## config.mk

```make
export PLATFORM = sky130hd
export DESIGN_NAME = lfsr_burst_ctrl_flat
export DESIGN_NICKNAME = d
export VERILOG_FILES = /design/src/rtl/lfsr_burst_ctrl_pkg.sv /design/src/rtl/lfsr_burst_ctrl_if.sv /design/src/rtl/lfsr_burst_ctrl_core.sv /design/src/rtl/lfsr_burst_ctrl.sv /design/src/flat_wrapper.sv
export SDC_FILE = /design/constraint.sdc
export NUM_CORES = 1
export LEC_CHECK = 0
export ABC_AREA = 1
export BUFFER_PORTS_ARGS = -buffer_cell sky130_fd_sc_hd__buf_2
export CORE_MARGIN = 1.5
export CORE_UTILIZATION = 53
export DETAILED_ROUTE_END_ITERATION = 16
export GPL_TIMING_DRIVEN = 0
export PLACE_DENSITY = 0.77
export SYNTH_ARGS = -nofsm -noshare
export SYNTH_HDL_FRONTEND = slang
export SYNTH_HIERARCHICAL = 1
export SYNTH_SLANG_ARGS = --single-unit
```

## constraint.sdc

```tcl
create_clock -name clk -period 1.9 [get_ports clk]
set_input_delay 0.095 -clock clk [delete_from_list [all_inputs] [get_ports clk]]
set_output_delay 0.095 -clock clk [all_outputs]
set_load 0.1 [all_outputs]
```

## src/rtl/lfsr_burst_ctrl_pkg.sv

```systemverilog
// Shared types and constants for the LFSR burst sequencer.
package lfsr_pkg;

   typedef enum logic [1:0] {IDLE, RUN, DONE} lfsr_ctrl_state_t;

   localparam logic [3:0] DEFAULT_TAPS_4 = 4'b1100;

endpackage

```

## src/rtl/lfsr_burst_ctrl_if.sv

```systemverilog
// Control and bit-stream bundle between the control master, the sequencer and the bit consumer.
interface lfsr_burst_ctrl_if #(
   parameter int W  = 4,
   parameter int LW = 8
);
   logic          seed_load;
   logic [W-1:0]  seed;
   logic          start;
   logic [LW-1:0] len;
   logic          abort;
   logic          bit_valid;
   logic          bit_ready;
   logic          bit_out;
   logic          busy;
   logic          done;

   modport master (
      output seed_load, seed, start, len, abort, bit_ready,
      input  bit_valid, bit_out, busy, done
   );

   modport slave (
      input  seed_load, seed, start, len, abort, bit_ready,
      output bit_valid, bit_out, busy, done
   );
endinterface

```

## src/rtl/lfsr_burst_ctrl_core.sv

```systemverilog
// Fibonacci LFSR state register: async reset to all ones, zero-guarded load, single step.
module lfsr_core
   import lfsr_pkg::*;
#(
   parameter int           W    = 4,
   parameter logic [W-1:0] TAPS = W'(DEFAULT_TAPS_4)
) (
   input  logic         clk,
   input  logic         reset,
   input  logic         load,
   input  logic [W-1:0] load_val,
   input  logic         step,
   output logic [W-1:0] state
);

   always_ff @(posedge clk or posedge reset) begin
      if (reset)
         state <= '1;
      else if (load)
         // An all-zero state would lock the LFSR, so it is replaced by all ones.
         state <= (load_val == '0) ? '1 : load_val;
      else if (step)
         state <= {state[W-2:0], ^(state & TAPS)};
   end

endmodule

```

## src/rtl/lfsr_burst_ctrl.sv

```systemverilog
// Burst sequencer: emits len LFSR bits over valid/ready, advancing only on accepted bits.
module lfsr_burst_ctrl
   import lfsr_pkg::*;
#(
   parameter int           W    = 4,
   parameter logic [W-1:0] TAPS = W'(DEFAULT_TAPS_4),
   parameter int           LW   = 8
) (
   input  logic               clk,
   input  logic               reset,
   lfsr_burst_ctrl_if.slave   bus
);

   lfsr_ctrl_state_t state, state_next;
   logic [LW-1:0]    count;
   logic [W-1:0]     s;
   logic             hs;
   logic             load;

   // Abort wins over a same-cycle handshake, so that bit stays unconsumed.
   assign hs   = (state == RUN) && bus.bit_ready && !bus.abort;
   assign load = (state == IDLE) && bus.seed_load;

   lfsr_core #(.W(W), .TAPS(TAPS)) u_core (
      .clk      (clk),
      .reset    (reset),
      .load     (load),
      .load_val (bus.seed),
      .step     (hs),
      .state    (s)
   );

   always_ff @(posedge clk or posedge reset) begin
      if (reset) state <= IDLE;
      else       state <= state_next;
   end

   always_comb begin
      state_next = state;
      case (state)
         IDLE: if (bus.start) state_next = (bus.len != '0) ? RUN : DONE;
         RUN: begin
            if (bus.abort)                    state_next = IDLE;
            else if (hs && count == LW'(1))   state_next = DONE;
         end
         DONE:    state_next = IDLE;
         default: state_next = IDLE;
      endcase
   end

   always_ff @(posedge clk or posedge reset) begin
      if (reset)
         count <= '0;
      else begin
         case (state)
            IDLE: if (bus.start) count <= bus.len;
            RUN: begin
               if (bus.abort)                count <= '0;
               else if (hs && count != '0)   count <= count - LW'(1);
            end
            default: ;
         endcase
      end
   end

   always_comb begin
      bus.bit_valid = 1'b0;
      bus.busy      = 1'b0;
      bus.done      = 1'b0;
      bus.bit_out   = s[W-1];
      case (state)
         RUN: begin
            bus.bit_valid = 1'b1;
            bus.busy      = 1'b1;
         end
         DONE: begin
            bus.done = 1'b1;
            bus.busy = 1'b1;
         end
         default: ;
      endcase
   end

endmodule

```

## src/flat_wrapper.sv

```systemverilog
// flat-port wrapper written by rule: the top's interface ports become plain ports
module lfsr_burst_ctrl_flat import lfsr_pkg::*;
#(
   parameter int           W    = 4,
   parameter logic [W-1:0] TAPS = W'(DEFAULT_TAPS_4),
   parameter int           LW   = 8
)
  (clk, reset, bus_seed_load, bus_seed, bus_start, bus_len, bus_abort, bus_bit_ready, bus_bit_valid, bus_bit_out, bus_busy, bus_done);
  lfsr_burst_ctrl_if #(.W(W), .LW(LW)) bus_i ();
  input  logic clk;
  input  logic reset;
  input wire logic [$bits(bus_i.seed_load)-1:0] bus_seed_load;
  input wire logic [$bits(bus_i.seed)-1:0] bus_seed;
  input wire logic [$bits(bus_i.start)-1:0] bus_start;
  input wire logic [$bits(bus_i.len)-1:0] bus_len;
  input wire logic [$bits(bus_i.abort)-1:0] bus_abort;
  input wire logic [$bits(bus_i.bit_ready)-1:0] bus_bit_ready;
  output wire logic [$bits(bus_i.bit_valid)-1:0] bus_bit_valid;
  output wire logic [$bits(bus_i.bit_out)-1:0] bus_bit_out;
  output wire logic [$bits(bus_i.busy)-1:0] bus_busy;
  output wire logic [$bits(bus_i.done)-1:0] bus_done;
  assign bus_i.seed_load = bus_seed_load;
  assign bus_i.seed = bus_seed;
  assign bus_i.start = bus_start;
  assign bus_i.len = bus_len;
  assign bus_i.abort = bus_abort;
  assign bus_i.bit_ready = bus_bit_ready;
  assign bus_bit_valid = bus_i.bit_valid;
  assign bus_bit_out = bus_i.bit_out;
  assign bus_busy = bus_i.busy;
  assign bus_done = bus_i.done;
  lfsr_burst_ctrl #(.W(W), .TAPS(TAPS), .LW(LW)) u_core (.clk(clk), .reset(reset), .bus(bus_i));
endmodule
```

# Word level (Yosys, flattened, before mapping)
# Cells that the tools add are included.
# W data, S select, Z words.
dict set report totals {
  output_inout_bits 4
  reg_bits 14
}
dict set report op_classes {
  eq_ne 6
  addsub 1
  reduce_logical 16
  n_mux 15
}
# operator n
set op_table {}
lappend op_table {{$mux W8} 3}
lappend op_table {{$pmux W8 S2} 1}
lappend op_table {{$reduce_bool A8 Y1} 2}
lappend op_table {{$mux W4} 3}
lappend op_table {{$eq A8 B1 Y1 const B} 1}
lappend op_table {{$mux W2} 4}
lappend op_table {{$sub A8 B1 Y8 const B} 1}
lappend op_table {{$ne A3 B3 Y1 const B} 2}
lappend op_table {{$logic_and A1 B1 Y1} 5}
lappend op_table {{$logic_not A4 Y1} 1}
lappend op_table {{$pmux W2 S2} 1}
lappend op_table {{$reduce_bool A2 Y1} 2}
lappend op_table {{$reduce_xor A4 Y1} 1}
lappend op_table {{$mux W1} 3}
lappend op_table {{$reduce_and A3 Y1} 1}
lappend op_table {{$eq A2 B1 Y1 const B} 1}
lappend op_table {{$eq A2 B2 Y1 const B} 1}
lappend op_table {{$logic_not A2 Y1} 1}
lappend op_table {{$ne A2 B2 Y1 const B} 1}
lappend op_table {{$reduce_and A2 Y1} 1}
lappend op_table {{$reduce_or A2 Y1} 1}
lappend op_table {{$logic_not A1 Y1} 1}

# Depth between registers and ports, before layout
# Gate-level depths: netlist of run 1.
dict set report logic_depth {
  word_depth 7
  mapped_depth 10
  depth_no_buf 10
}

# Cells and area by module
# Netlist of run 1, hierarchy kept.
# mod instances cells_per_inst seq_area_each_um2 area_each_um2
set by_module_without_submodules {}
lappend by_module_without_submodules {lfsr_burst_ctrl 1 131 250.2 835.8}
lappend by_module_without_submodules {lfsr_core 1 41 105.1 259.0}

# Worst setup path after synthesis of run 1
# No wires, ideal clock.
dict set report synth_path {
  path_kind {register to register}
  startpoint {reg u_core.state[1]}
  endpoint {reg u_core.state[1]}
  setup_time_ps 129
  slack_ps -310
  stages_incl_launch_ff 10
  t_arrival_ps 2081
  period_less_slack_ps 2210
  path_cell_list {dfrtp_1 inv_1 ha_1 inv_2 nor2_4 inv_2 nand2_1 nand2_1 o21ai_0 o21ai_0}
}
dict set report synth_between {
  elab_chain_cells 6
  word_cells_on_any_way 9
}
# item line
set synth_rtl {}
lappend synth_rtl {{from (decl)} lfsr_burst_ctrl.sv:14} ;# lfsr_ctrl_state_t state, state_next;
lappend synth_rtl {{from (signal assigned)} lfsr_burst_ctrl.sv:35} ;# else state <= state_next;
lappend synth_rtl {{$eq A2 B1 Y1} {lfsr_burst_ctrl.sv:21, lfsr_burst_ctrl.sv:40}}
lappend synth_rtl {{$logic_and A1 B1 Y1 (2 in series)} lfsr_burst_ctrl.sv:21} ;# assign hs = (state == RUN) && bus.bit_ready && !bus.abort;
lappend synth_rtl {{$logic_and A1 B1 Y1} lfsr_burst_ctrl.sv:44} ;# else if (hs && count == LW'(1)) state_next = DONE;
lappend synth_rtl {{$ne A3 B3 Y1 (no source line)} --}
lappend synth_rtl {{$reduce_and A2 Y1 (no source line)} --}
# Parallel ways exist; a longest one is shown, timed or not.
# A chain may end at the register's enable or synchronous reset.

# Worst setup path after layout of run 1
dict set report layout_path {
  startpoint {reg u_core.state[1]}
  endpoint {reg u_core.state[0]}
}
# Same word-level chain as after synthesis.

==> results of run 1 <==
-- final cells by class --
cell class | instances | share of cell area
clock buffer | 4 | 0.0283
multi-input combinational | 129 | 0.494
timing repair buffer | 22 | 0.0898
tap | 27 | 0.0263
sequential | 14 | 0.277
inverter | 29 | 0.0849
-- power groups by stage --
stage / clock [mW] / combinational [mW] / sequential (mW)
global route: 0.241 / 1.59 / 0.637
floorplan: 0 / 1.10 / 0.662
finish: 0.221 / 1.42 / 0.614
detailed placement: 0 / 1.42 / 0.615
global placement: 0 / 1.37 / 0.605
CTS: 0.226 / 1.42 / 0.612
-- critical path: stages, from the launching register on --
cell	delay (ps)
dfrtp_1	390
inv_1	100
ha_2	240
inv_2	120
nor2_4	270
inv_2	80
nand2_1	70
nand2_1	90
o21ai_0	230
-- timing repair --
action,in CTS,in global routing
setup buffers,0,0
endpoints found under the hold margin,14,0
hold buffers,1,0
-- cells by family (layout without fill, tap and decap cells) --
group	count (synthesis)	in the layout	synth area share
flip-flops	14	14	0.325
adder cells (fa/ha/maj)	6	6	0.0686
buffers and inverters	29	55	0.0994
AND/OR/NAND/NOR	104	104	0.406
AO/OA/AOI/OAI	19	19	0.102
-- synthesized netlist by cell type (all sizes together) --
cell type	n
a21oi	4
a22oi	1
dfrtp	10
a21boi	1
inv	29
ha	6
nand2	64
nor3	1
dfstp	4
nand4	2
nand3	12
o21ai	13
nor2	25
-- metrics by stage --
step	cell area [µm²]	hold slack, ps	worst slack [ps]	utilization
5_1_grt	1280	119	109	0.654
3_5_place_dp	1240	119	248	0.630
6_report	1280	102	204	0.654
2_1_floorplan	1100	-64.8	55.8	-
4_1_cts	1280	105	208	0.654
3_3_place_gp	1240	114	328	0.630
-- cells in the final DEF, fill, tap and decap left out, types with 2 or more instances in the layout --
cell,count
inv_2,4
a21oi_1,3
o21ai_0,11
dfrtp_1,10
nand3_1,12
dfstp_2,4
nand4_1,2
ha_1,5
nand2_1,60
nor2_4,2
nor2_1,22
buf_2,21
nand2_2,3
clkbuf_4,3
inv_1,25
-- layer usage --
layer | vias up | wire (µm) | track usage
met5 | - | 0 | 0
met4 | 0 | 47 | 0.100
met3 | 7 | 98 | 0.0309
met2 | 34 | 1280 | 0.412
met1 | 511 | 1110 | 0.295
li1 | 579 | - | -
-- registers in the layout, summed over array words and instances, names as in the netlist --
name                 flops
u_core/u_core/state      4
u_core/count             8
u_core/state             2
-- how the worst max path moves through the flow --
stage,slack (ps),depth (start not counted),start,endpoint
finish,200,8,u_core/state[1],u_core/state[0]
CTS,210,8,u_core/state[1],u_core/state[0]
global route,110,8,u_core/state[1],u_core/state[0]
floorplan,60,9,u_core/state[1],u_core/state[1]
detailed placement,250,8,u_core/state[1],u_core/state[0]
global placement,330,9,u_core/state[1],u_core/state[1]
==> metrics.txt, run 1 <==
TritonCTS clock tree=built; Synth Cell Area=0.00109 mm²; drc violations=0; # clock sinks=14; P per Cell Area=1760 mW/mm²; Sw Ratio=0.565; later-pin clock latency in the skew report=between 200 and 300 ps; Power Internal=0.982 mW; post-CTS sizing=0; power share of the combinational group=0.630; Synth Instances=around 170; crit-path max FO=10; Seq/Total Area, Yosys=0.325; Multi-input gate area=~630 µm²; Area contributors post-synth=dfrtp_1, nand2_1, dfstp_2; post-route ant nets=0; worst flop-to-flop path startpoint=u_core/state[1]; Crit Path Class=reg -> reg; fmax=about 590 MHz; initial antenna violation count=0; Overflow after GRT=0; max_slew headroom=0.679; drt initial violations=33; Initial Util=0.558; Fin. Hold Viols=0; Ant. Diodes=0; CORE AREA=0.00196 mm²; HP Class=in -> reg; setup slack, reg-to-reg=about 200 ps; clk slew on worst S/H paths=about 90 ps; Fill cells=201; Clock Power Share=0.098; WHS Path Cells=3; Max VDD drop=around 0.0011 V; share of power burned in registers=0.272; placed cell count=220; Post-Layout Cell Count=225; fin crit period=around 1700 ps; via/cell ratio=5.03; Rows=16; syn_nets=196; status=finished, final reports clean; Vias=about 1,100; Final period util=0.893; gpl congestion=0.882; critical path startpoint category=flop; area leader, netlist=dfrtp_1; P_sw=roughly 1.3 mW; RSZ-0062 raised after global routing=no; Die Ht=~48 µm; P_leak=0.716 nW; Total GRT Usage=0.236; die footprint=0.00235 mm²; die width=48.5 µm; Post-Syn Area per Cell=6.37 µm²; Least-Margin Pin Slew=485 ps; setup TNS=0 ps; largest net degree at the start of global routing=11; number of synthesized register bits=14; reg2reg path depth=8; drt total wl=2530 µm; final net count=223; Register Area=approximately 360 µm²; htree depth=1; Area Growth Syn to Fin=17.1%; Design Power=2.26 mW; Setup Skew=6.25 ps; Yosys cell types=21; worst endpoint required time=2090 ps; Arr. time, crit path=around 1900 ps; Port Buffers=21; CTS max path bufs=2; wire length per cell=11.3 µm; DP HPWL=between 1500 and 2000 µm; RR Endpoint=u_core/state[0]; Root Driver=clkbuf_4; post-synth top area share=0.229; CTS Buf Count=3; maxcap violations=0; share of post-route cells with drive strength above 1=0.222; Worst Hold End=u_core/count[1]; vias in the first global route=989; TritonRoute pass-1 iters=4; Pins Over Slew Limit=0; Setup-failing EPs final=0; io pins=22; Worst Hold Launch=bus_len[1]; Synth warnings=6; first-pass GRT wire length=4320 µm; CP endpoint kind=flop
(Power assumes the default switching activity.)
==> inputs of run 2 (changes only) <==
- RECOVER_POWER: default -> 50
==> metrics.txt, run 2 (synthesis gave the netlist of run 1 again) <==
drc violations=0; die footprint=0.00235 mm²; HP Class=in -> reg; Area Growth Syn to Fin=16.8%; drt total wl=2520 µm; Max VDD drop=0.00109 V; worst endpoint required time=2090 ps; max FFs per register=8; Fin. Hold Viols=0; Vias=between 1,000 and 1,500; io pins=22; P per Cell Area=between 1500 and 2000 mW/mm²; Max stage delay on crit path=390 ps; fin crit period=1750 ps; Initial Util=0.558; setup TNS=0 ps; worst flop-to-flop path startpoint=u_core/state[1]; maxcap violations=0; Least-Margin Pin Slew=around 540 ps; CP startpoint=u_core/state[1]; RR Endpoint=u_core/state[0]; CP endpoint kind=flop; drt initial violations=31; commonest non-fill, non-tap cells in the layout=nand2_1, inv_1, nor2_1; dpl ws=about 250 ps; reg2reg path depth=8; Arr. time, crit path=approximately 1900 ps; Port Buffers=21; DP HPWL=1960 µm; Sw Ratio=0.566; Setup-failing EPs final=0; Regs by FF count=u_core/count (8), u_core/u_core/state (4), u_core/state (2); RSZ-0062 raised after global routing=no; CTS max path bufs=2; most common cell after layout, fill and taps aside=nand2_1; final worst slack=152 ps; setup slack, reg-to-reg=150 ps; wire length per cell=11.2 µm; P_sw=1.28 mW; post-route ant nets=0; CORE AREA=0.00196 mm²; max_slew headroom=0.644; fmax=572 MHz; crit-path max FO=10; Final period util=0.920; CP Buf/Inv Count=3; status=finished, final reports clean; gpl congestion=about 0.88; power share of the combinational group=0.629; final net count=223; Crit Path Class=reg -> reg; TritonCTS clock tree=built; critical path startpoint category=flop; WHS Path Cells=3; share of post-route cells with drive strength above 1=0.212; Root Driver=clkbuf_4; Reg with most FFs=u_core/count; vias in the first global route=989; largest net degree at the start of global routing=11; Total GRT Usage=0.236; P_leak=0.714 nW; Post CTS Setup Buffer Count=0; share of power burned in registers=0.273; Setup Skew=6.64 ps; initial antenna violation count=0; clk slew on worst S/H paths=90 ps; Worst Hold Launch=bus_len[1]; Rows=16; CTS Buf Count=3; CP Cell Sequence=inv_1, ha_1, inv_2, nor2_4, inv_2, nand2_1, nand2_1, o21ai_0; first-pass GRT wire length=around 4300 µm; htree depth=1; via/cell ratio=roughly 5; die width=48.5 µm; Power Internal=0.978 mW; CP delay by family, top=simple AND/OR/NAND/NOR gates; Die Ht=about 48 µm; Overflow after GRT=0; slowest CP cell=dfrtp_1; TritonRoute pass-1 iters=4; Clock Power Share=0.098; Pins Over Slew Limit=0; Ant. Diodes=0; # clock sinks=14; later-pin clock latency in the skew report=290 ps; Worst Hold End=u_core/count[1]
run 2: layout make-up:
class                      instances  area [µm²]
clock buffer                       4        36.3
fill                             203         683
inverter                          29         109
multi-input combinational        129         631
sequential                        14         355
tap                               27        33.8
timing repair buffer              22         114
run 2: timing repair:
| action | in CTS | in global routing |
|---|---|---|
| setup endpoints to repair | 0 | 0 |
| endpoints found under the hold margin | 14 | 0 |
| gates resized for setup | 0 | 0 |
| hold buffers | 1 | 0 |
run 2: how the worst max path moves through the flow:
| stage | endpoint | cells past startpoint |
|---|---|---|
| after global routing | u_core/state[0] | 8 |
| after CTS | u_core/state[0] | 8 |
| after global placement | u_core/state[1] | 9 |
| after detailed placement | u_core/state[0] | 8 |
| after floorplan | u_core/state[1] | 9 |
| final | u_core/state[0] | 8 |
run 2: power by group through the flow:
stage	Sequential [mW]	Clock [mW]	Combinational (mW)
2_1_floorplan	0.662	0	1.10
4_1_cts	0.612	0.226	1.42
5_1_grt	0.637	0.241	1.58
6_report	0.615	0.221	1.42
3_3_place_gp	0.605	0	1.37
3_5_place_dp	0.615	0	1.42
run 2: routing by layer:
layer	track usage	vias to the layer above	part of all wire
met2	0.412	26	0.51
li1	-	579	-
met1	0.295	514	0.44
met3	0.0309	5	0.035
met5	0	-	0
met4	0.100	0	0.017
run 2: through the flow:
step                       util  hold slack [ps]  cell area [µm²]  power (mW)  instances
after floorplan               -            -64.8             1100        1.77        172
after global placement    0.630              114             1240        1.98        220
after detailed placement  0.630              119             1240        2.03        220
after CTS                 0.654              105             1280        2.26        225
after global routing      0.652              119             1280        2.46        225
final                     0.652              102             1280        2.25        225
run 2: worst reg2reg max path, delay by kind of cell (launching register included):
| family | cells | cell delay, ps |
|---|---|---|
| and+or+nand+nor | 3 | 430 |
| AOI/OAI and AO/OA | 1 | 230 |
| adders and majority gates | 1 | 260 |
| DFF | 1 | 390 |
| buffers and inverters | 3 | 320 |
==> inputs of run 3 (changes only) <==
- CORE_ASPECT_RATIO: default -> 1.1
==> metrics.txt, run 3 (synthesis gave the netlist of run 1 again) <==
Initial Util=0.553; post-route ant nets=0; dpl ws=303 ps; Setup-failing EPs final=0; gpl congestion=0.817; Multi-input gate area=633 µm²; Setup Skew=approximately 5.5 ps; RR Endpoint=u_core/state[1]; maxcap violations=0; Area Growth Syn to Fin=17.3%; most common cell after layout, fill and taps aside=nand2_1; initial antenna violation count=0; CORE AREA=0.00198 mm²; Post CTS Setup Buffer Count=0; P per Cell Area=between 1500 and 2000 mW/mm²; drt initial violations=58; Fill cells=around 190; critical path startpoint category=flop; io pins=22; setup TNS=0 ps; Final period util=0.864; htree depth=1; die width=46.3 µm; Crit Path Class=reg -> reg; Register Area=355 µm²; power share of the combinational group=0.633; largest net degree at the start of global routing=11; Worst Hold End=u_core/u_core/state[1]; share of post-route cells with drive strength above 1=0.222; status=finished, final reports clean; Clock Power Share=0.096; clk slew on worst S/H paths=90 ps; first-pass GRT wire length=4010 µm; wire length per cell=10.7 µm; Power Internal=0.985 mW; drc violations=0; DP HPWL=1880 µm; CTS max path bufs=2; Root Driver=clkbuf_4; Ant. Diodes=0; final net count=223; die footprint=~0.0023 mm²; max FFs per register=8; Reg with most FFs=u_core/count; P_sw=1.26 mW; max_slew headroom=0.644; Overflow after GRT=0; post-layout util=0.649; commonest non-fill, non-tap cells in the layout=nand2_1, inv_1, nor2_1; HP Class=in -> reg; CP endpoint kind=flop; # clock sinks=14; vias in the first global route=983; worst endpoint required time=2060 ps; met3 Resource Use GR=0.0324; Port Buffers=21; Pins Over Slew Limit=0; drt total wl=2420 µm; P_leak=around 0.7 nW; CTS Buf Count=3; via/cell ratio=5.20; share of power burned in registers=0.271; Max VDD drop=0.000912 V; Total GRT Usage=0.235; TritonCTS clock tree=built; Die Ht=50.7 µm; fmax=a little over 600 MHz; crit-path max FO=10; Least-Margin Pin Slew=536 ps; setup slack, reg-to-reg=260 ps; later-pin clock latency in the skew report=280 ps; Sw Ratio=0.562; M1 GR Usage=0.275; Design Power=approximately 2.2 mW; TritonRoute pass-1 iters=5; CTS Hold Bufs=1; worst flop-to-flop path startpoint=u_core/state[1]; RSZ-0062 raised after global routing=no; Fin. Hold Viols=0; GR Util met2=0.417; Regs by FF count=u_core/count (8), u_core/u_core/state (4), u_core/state (2); post-CTS sizing=0; WHS Path Cells=5; Arr. time, crit path=1810 ps; Vias=1,175; final worst slack=259 ps; Worst Hold Launch=bus_seed[1]; GR peak layer=met2; fin crit period=around 1600 ps; Rows=17; reg2reg path depth=9
==> run 3: changes by cell type in the layout (fill, tap and decap cells not counted) <==
| cell | before | now |
|---|---|---|
| ha_2 | 0 | 1 |
| buf_2 | 19 | 20 |
| ha_1 | 6 | 5 |
| clkbuf_1 | 1 | 0 |
==> run 3: per-layer routing <==
layer | share of wire | vias to the layer above
met4 | 0.016 | 0
met5 | 0 | -
met2 | 0.51 | 41
met1 | 0.43 | 548
li1 | - | 580
met3 | 0.048 | 6
==> run 3: worst max-delay path by stage <==
| stage | cells after the start | start | endpoint | slack [ps] |
|---|---|---|---|---|
| 3_3_place_gp | 9 | u_core/state[1] | u_core/state[1] | 320 |
| 6_report | 9 | u_core/state[1] | u_core/state[1] | 260 |
| 4_1_cts | 9 | u_core/state[1] | u_core/state[1] | 280 |
| 2_1_floorplan | 9 | u_core/state[1] | u_core/state[1] | 60 |
| 5_1_grt | 9 | u_core/state[1] | u_core/state[1] | 60 |
| 3_5_place_dp | 9 | u_core/state[1] | u_core/state[1] | 300 |
==> run 3: through the flow <==
step	instances	hold WS [ps]	instance area (µm²)
floorplan	172	-64.8	1100
global placement	221	108	1240
detailed placement	221	124	1240
CTS	226	107	1280
global route	226	144	1280
finish	226	120	1280
==> run 3: critical path: stages, from the launching register on <==
cell and delay [ps]:
dfrtp_1 390, inv_1 90, ha_2 240, inv_2 120, nor2_4 270, inv_2 90
nand2_1 70, nand2_1 80, o21ai_0 80, o21ai_0 100
==> run 3: layout make-up <==
| class | count | share of cell area |
|---|---|---|
| flip-flops and latches | 14 | 0.277 |
| clock buffers | 4 | 0.0283 |
| well taps | 28 | 0.0273 |
| inverters | 29 | 0.0848 |
| repair buffers | 22 | 0.0897 |
| multi-input cells | 129 | 0.493 |
==> run 3: power by group through the flow <==
stage / combinational (mW) / sequential (mW) / clock [mW]
finish: 1.42 / 0.610 / 0.215
global route: 1.60 / 0.633 / 0.240
CTS: 1.42 / 0.609 / 0.224
detailed placement: 1.40 / 0.615 / 0
global placement: 1.37 / 0.608 / 0
floorplan: 1.10 / 0.662 / 0
